$ cat config.mk
export PLATFORM = sky130hd
export DESIGN_NAME = sic_inject_seq_flat
export DESIGN_NICKNAME = d
export VERILOG_FILES = /design/src/rtl/sic_inject_seq_if.sv /design/src/rtl/sic_inject_seq.sv /design/src/flat_wrapper.sv
export SDC_FILE = /design/constraint.sdc
export NUM_CORES = 1
export LEC_CHECK = 0
export BUFFER_PORTS_ARGS = -buffer_cell sky130_fd_sc_hd__buf_2
export CAP_MARGIN = 30
export CELL_PAD_IN_SITES_DETAIL_PLACEMENT = 0
export CELL_PAD_IN_SITES_GLOBAL_PLACEMENT = 1
export CORE_ASPECT_RATIO = 1.25
export CORE_MARGIN = 5
export CORE_UTILIZATION = 30
export DETAILED_ROUTE_END_ITERATION = 8
export PLACE_DENSITY_LB_ADDON = 0.1
export SLEW_MARGIN = 5
export SYNTH_ARGS = -nofsm -noshare
export SYNTH_HDL_FRONTEND = slang
export SYNTH_SLANG_ARGS = --single-unit
$ cat constraint.sdc
create_clock -name clk -period 2.4 [get_ports clk]
set_input_delay 0.24 -clock clk [delete_from_list [all_inputs] [get_ports clk]]
set_output_delay 0.24 -clock clk [all_outputs]
set_load 0.01 [all_outputs]
$ cat src/rtl/sic_inject_seq_if.sv
// Fetch-side feed bundle for the single-instruction-check sequencer.
// master = environment (drives start/sym_inst/stall/commit); slave = sequencer.
interface sic_inject_seq_if;
  logic        start;
  logic [31:0] sym_inst;
  logic        fetch_stall;
  logic        commit_valid;
  logic [31:0] inst_out;
  logic        inst_valid;
  logic        check_en;
  logic        busy;
  logic        done;
  logic        timeout;
  logic        spurious;
  logic [2:0]  state_dbg;

  modport master (
    output start, sym_inst, fetch_stall, commit_valid,
    input  inst_out, inst_valid, check_en, busy, done, timeout, spurious, state_dbg
  );

  modport slave (
    input  start, sym_inst, fetch_stall, commit_valid,
    output inst_out, inst_valid, check_en, busy, done, timeout, spurious, state_dbg
  );
endinterface

$ cat src/rtl/sic_inject_seq.sv
// Single-instruction-check sequencer: NOP flush, inject one symbolic instruction,
// drain until it commits (or time out), then pulse check_en for the monitors.
module sic_inject_seq #(
  parameter int FLUSH_CYCLES = 4,
  parameter int DRAIN_MAX    = 32,
  parameter int CNT_W        = 6
) (
  input logic              clk,
  input logic              reset,
  sic_inject_seq_if.slave  bus
);

  typedef enum logic [2:0] {
    S_IDLE   = 3'd0,
    S_FLUSH  = 3'd1,
    S_INJECT = 3'd2,
    S_DRAIN  = 3'd3,
    S_CHECK  = 3'd4,
    S_DONE   = 3'd5
  } state_e;

  localparam logic [31:0]      NOP        = 32'h0000007F;
  localparam logic [CNT_W-1:0] FLUSH_LAST = CNT_W'(FLUSH_CYCLES - 1);
  localparam logic [CNT_W-1:0] DRAIN_LAST = CNT_W'(DRAIN_MAX - 1);

  state_e           state_q, state_d;
  logic [CNT_W-1:0] cnt_q, cnt_d;
  logic [31:0]      inst_q, inst_d;
  logic             timeout_q, timeout_d;
  logic             spurious_q, spurious_d;
  logic [31:0]      inst_out_q, inst_out_d;
  logic             inst_valid_q, inst_valid_d;
  logic             check_en_q, check_en_d;
  logic             busy_q, busy_d;
  logic             done_q, done_d;

  // Fetch handshake: the injected word transfers in an INJECT cycle with
  // fetch_stall low (fetch_stall is the inverse of ready). inst_valid only
  // qualifies the word as real; a symbolic NOP transfers with inst_valid low.
  always_comb begin
    state_d    = state_q;
    cnt_d      = cnt_q;
    inst_d     = inst_q;
    timeout_d  = timeout_q;
    spurious_d = spurious_q;

    case (state_q)
      S_IDLE, S_DONE: begin
        if (bus.start) begin
          inst_d     = bus.sym_inst;
          cnt_d      = '0;
          timeout_d  = 1'b0;
          spurious_d = 1'b0;
          state_d    = S_FLUSH;
        end
      end
      S_FLUSH: begin
        if (bus.commit_valid) spurious_d = 1'b1;
        if (cnt_q == FLUSH_LAST) begin
          cnt_d   = '0;
          state_d = S_INJECT;
        end else begin
          cnt_d = cnt_q + 1'b1;
        end
      end
      S_INJECT: begin
        if (bus.commit_valid) spurious_d = 1'b1;
        if (!bus.fetch_stall) begin
          cnt_d   = '0;
          state_d = S_DRAIN;
        end
      end
      S_DRAIN: begin
        // A commit on the final drain cycle still counts as a commit.
        if (bus.commit_valid) begin
          cnt_d   = '0;
          state_d = S_CHECK;
        end else if (cnt_q == DRAIN_LAST) begin
          cnt_d     = '0;
          timeout_d = 1'b1;
          state_d   = S_DONE;
        end else begin
          cnt_d = cnt_q + 1'b1;
        end
      end
      S_CHECK: begin
        cnt_d   = '0;
        state_d = S_DONE;
      end
      default: begin
        cnt_d   = '0;
        state_d = S_IDLE;
      end
    endcase
  end

  // Outputs are registered from the next state so they are pure Moore.
  always_comb begin
    inst_out_d   = (state_d == S_INJECT) ? inst_d : NOP;
    inst_valid_d = (state_d == S_INJECT) && (inst_d[6:0] != 7'h7F);
    check_en_d   = (state_d == S_CHECK);
    busy_d       = (state_d == S_FLUSH) || (state_d == S_INJECT) ||
                   (state_d == S_DRAIN) || (state_d == S_CHECK);
    done_d       = (state_d == S_DONE);
  end

  always_ff @(posedge clk) begin
    if (reset) begin
      state_q      <= S_IDLE;
      cnt_q        <= '0;
      inst_q       <= NOP;
      timeout_q    <= 1'b0;
      spurious_q   <= 1'b0;
      inst_out_q   <= NOP;
      inst_valid_q <= 1'b0;
      check_en_q   <= 1'b0;
      busy_q       <= 1'b0;
      done_q       <= 1'b0;
    end else begin
      state_q      <= state_d;
      cnt_q        <= cnt_d;
      inst_q       <= inst_d;
      timeout_q    <= timeout_d;
      spurious_q   <= spurious_d;
      inst_out_q   <= inst_out_d;
      inst_valid_q <= inst_valid_d;
      check_en_q   <= check_en_d;
      busy_q       <= busy_d;
      done_q       <= done_d;
    end
  end

  assign bus.inst_out   = inst_out_q;
  assign bus.inst_valid = inst_valid_q;
  assign bus.check_en   = check_en_q;
  assign bus.busy       = busy_q;
  assign bus.done       = done_q;
  assign bus.timeout    = timeout_q;
  assign bus.spurious   = spurious_q;
  assign bus.state_dbg  = state_q;

endmodule

$ cat src/flat_wrapper.sv
// flat-port wrapper written by rule: the top's interface ports become plain ports
module sic_inject_seq_flat 
#(
  parameter int FLUSH_CYCLES = 4,
  parameter int DRAIN_MAX    = 32,
  parameter int CNT_W        = 6
)
  (clk, reset, bus_start, bus_sym_inst, bus_fetch_stall, bus_commit_valid, bus_inst_out, bus_inst_valid, bus_check_en, bus_busy, bus_done, bus_timeout, bus_spurious, bus_state_dbg);
  sic_inject_seq_if bus_i ();
  input logic clk;
  input logic reset;
  input wire logic [$bits(bus_i.start)-1:0] bus_start;
  input wire logic [$bits(bus_i.sym_inst)-1:0] bus_sym_inst;
  input wire logic [$bits(bus_i.fetch_stall)-1:0] bus_fetch_stall;
  input wire logic [$bits(bus_i.commit_valid)-1:0] bus_commit_valid;
  output wire logic [$bits(bus_i.inst_out)-1:0] bus_inst_out;
  output wire logic [$bits(bus_i.inst_valid)-1:0] bus_inst_valid;
  output wire logic [$bits(bus_i.check_en)-1:0] bus_check_en;
  output wire logic [$bits(bus_i.busy)-1:0] bus_busy;
  output wire logic [$bits(bus_i.done)-1:0] bus_done;
  output wire logic [$bits(bus_i.timeout)-1:0] bus_timeout;
  output wire logic [$bits(bus_i.spurious)-1:0] bus_spurious;
  output wire logic [$bits(bus_i.state_dbg)-1:0] bus_state_dbg;
  assign bus_i.start = bus_start;
  assign bus_i.sym_inst = bus_sym_inst;
  assign bus_i.fetch_stall = bus_fetch_stall;
  assign bus_i.commit_valid = bus_commit_valid;
  assign bus_inst_out = bus_i.inst_out;
  assign bus_inst_valid = bus_i.inst_valid;
  assign bus_check_en = bus_i.check_en;
  assign bus_busy = bus_i.busy;
  assign bus_done = bus_i.done;
  assign bus_timeout = bus_i.timeout;
  assign bus_spurious = bus_i.spurious;
  assign bus_state_dbg = bus_i.state_dbg;
  sic_inject_seq #(.FLUSH_CYCLES(FLUSH_CYCLES), .DRAIN_MAX(DRAIN_MAX), .CNT_W(CNT_W)) u_core (.clk(clk), .reset(reset), .bus(bus_i));
endmodule
==> metrics <==
Endpoint, Worst Hold u_core.inst_q[2]; hold buffer count at cts 0; first-pass detailed-route iteration total 4; Tcrit/Tclk final 0.873; layout cells sized above 1 0.354; Clock Latency Late Sink roughly 0.32 ns; post_cts resized 0; Worst setup SP type flop; worst path bufs/invs 1; pwr/cell area roughly 790 nW/um^2; CTS tree yes; # DRC 0; Die Ht 121 um; setup_tns 0 ns; Synth cell types 48; IO Pins 78; kind of critical path flop to flop; Initial Util 0.308; GRT Total Usage 0.120; Synth Flop Type dfxtp_1; asr flop ratio synth 0; reg-to-reg slack, setup 0.30 ns; worst rel slew slack 0.627; EDFF count, synth 0; H-tree levels 3; final hold violations 0; vias 2190; HPWL Detailed 4800 um; Max Cap Viol 0; crit path DAT 2.34 ns; top-count cell post-synth dfxtp_1; DRT Wirelength 6940 um; Clock Pin Slew Worst Setup and Hold Paths 0.06 ns; most frequent cells after synthesis 79 x dfxtp_1, 36 x nor2_1, 26 x mux2i_1, 20 x nor3_2, 12 x nand2b_1; DIE WIDTH just under 100 um; DRT antenna net count 0; kind of path behind the tightest hold check primary input to flop; Layout Cells excl Fill 485; delay of the slowest critical-path stage 0.50 ns; min-delay src bus_sym_inst[2]; RR Startpoint u_core.cnt_q[0]; VDD IR-drop max 0.000415 V; drt wl/cell approximately 14 um; drt first-iter violations 62; Port Buffers 77; row cnt 40; first-pass GRT wire length 11200 um; RSZ-0062 raised after global routing no; Hold Crit Depth 2; largest net degree at the start of global routing 51; CTS Buf Count 9; Syn Nets 315; cell count after synthesis 277; top cells by area, synth dfxtp_1 53%, mux2i_1 8.8%, nor3_2 6.7%, nor2_1 4.5%, buf_6 2.7%; fmax 477 MHz; register area share after synthesis 0.532; CTS max path bufs 2; synthesized area per cell ~11 um^2; Placed Instances 470; worst-margin pin slew ~0.56 ns; critical path capture point type flop; status completed; CP max stage cell or4b_4; vias in the first global route between 2000 and 2500; clk sinks 79; layout overhead on the synthesized area 26.9%; synthesized area approximately 3000 um^2; min Tclk post-route 2.10 ns; initial antenna violation count 0; synth warn 0; Slew Viols, Final 0; postcts setup bufs 0; WP data required between 2 and 3 ns; static leakage 1.55 nW; Placeable Area 9660 um^2; Antenna Diode Count 0; Via-to-Cell Ratio 4.52; worst reg-to-reg path cell count 7; Seq cells post-synth 79; post-synth top area cell dfxtp_1; full die area 12000 um^2; Congestion Overflow GR 0; cell chain of the critical path ha_1 -> or4b_4 -> nor3_4 -> nand2_2 -> a21o_1 -> buf_4 -> nor3_1; Root Buffer clkbuf_16; worst-path fanout max 18; setup violators final 0; critical path's top delay family simple AND/OR/NAND/NOR gates; post-synth top area share 0.532; nets 393; Clock Skews about 0.0054 ns; reg-to-reg endpoint u_core.bus.inst_out[20]; RePlAce Congestion 0.732
## cell families after synthesis
kind of cell / count (synthesis) / share of synthesized area
AO/OA/AOI/OAI: 38 / 0.103
AND/OR/NAND/NOR: 108 / 0.220
adder cells (fa/ha/maj): 1 / 0.00421
flip-flops: 79 / 0.532
multiplexers: 26 / 0.0876
XOR/XNOR: 1 / 0.00295
buffers and inverters: 24 / 0.0497
## stage by stage
stage,hold WS [ns],util,total power [W],cell area [um^2],setup slack (ns)
floorplan,0.371,-,0.00158,2970,0.496
global placement,0.469,0.359,0.00165,3470,0.342
detailed placement,0.482,0.359,0.00166,3470,0.287
CTS,0.139,0.390,0.00303,3770,0.285
global route,0.148,0.390,0.00312,3770,0.150
finish,0.154,0.390,0.00297,3770,0.304
## final cells by class
type                            count  area [um^2]
Tap cell                          126          158
Clock buffer                       12          256
Inverter                            7         26.3
Timing Repair Buffer               84          463
Fill cell                        1012         5890
Sequential cell                    79         1580
Clock inverter                      3         42.5
Multi-Input combinational cell    174         1240
## power by group
group          switching [W]  leakage (nW)  internal [W]
combinational       0.000139         0.758      0.000106
clock               0.000499         0.145      0.000854
sequential         0.0000184         0.644       0.00136
## worst register-to-register path, cell delays in order, from the launching register on
cell	delay (ns)
dfxtp_1	0.37
ha_1	0.23
or4b_4	0.50
nor3_4	0.17
nand2_2	0.09
a21o_1	0.23
buf_4	0.24
nor3_1	0.20
## how the worst max path moves through the flow
stage,from,endpoint,slack [ns],cells after the start
finish,u_core.cnt_q[0],u_core.bus.inst_out[20],0.30,7
global route,u_core.cnt_q[0],u_core.bus.inst_out[31],0.15,7
CTS,u_core.cnt_q[0],u_core.bus.inst_out[31],0.29,7
detailed placement,u_core.cnt_q[0],u_core.bus.inst_out[31],0.29,7
global placement,u_core.cnt_q[0],u_core.bus.inst_out[23],0.34,7
floorplan,u_core.cnt_q[0],u_core.bus.inst_out[10],0.50,8
## layer usage
metal | part of all wire | wire [um] | GRT usage
met5 | 0 | 0 | 0
met4 | 0.016 | 110 | 0.0487
met3 | 0.074 | 517 | 0.0489
met2 | 0.47 | 3270 | 0.186
met1 | 0.44 | 3050 | 0.146
## layout by cell type, fill, tap and decap left out, types with 2 or more instances in the layout
cell,n
mux2i_1,26
clkbuf_16,9
nand2b_1,12
nor2_1,36
inv_1,7
nor3_2,20
nor2b_1,7
a211o_1,7
nand3_1,5
nand4_1,2
o21ai_0,4
buf_12,2
a21o_1,2
a31oi_1,2
o21ba_2,2
dfxtp_1,79
nand2_1,6
buf_2,77
buf_4,5
clkbuf_8,2
nor3_1,10
a21oi_1,7
## state kept, by name, summed over array words and instances (netlist names)
signal / count
u_core.bus.busy: 1
u_core.bus.check_en: 1
u_core.bus.done: 1
u_core.bus.inst_out: 32
u_core.bus.inst_valid: 1
u_core.bus.spurious: 1
u_core.bus.state_dbg: 3
u_core.bus.timeout: 1
u_core.cnt_q: 6
u_core.inst_q: 32
(Power assumes the default switching activity.)
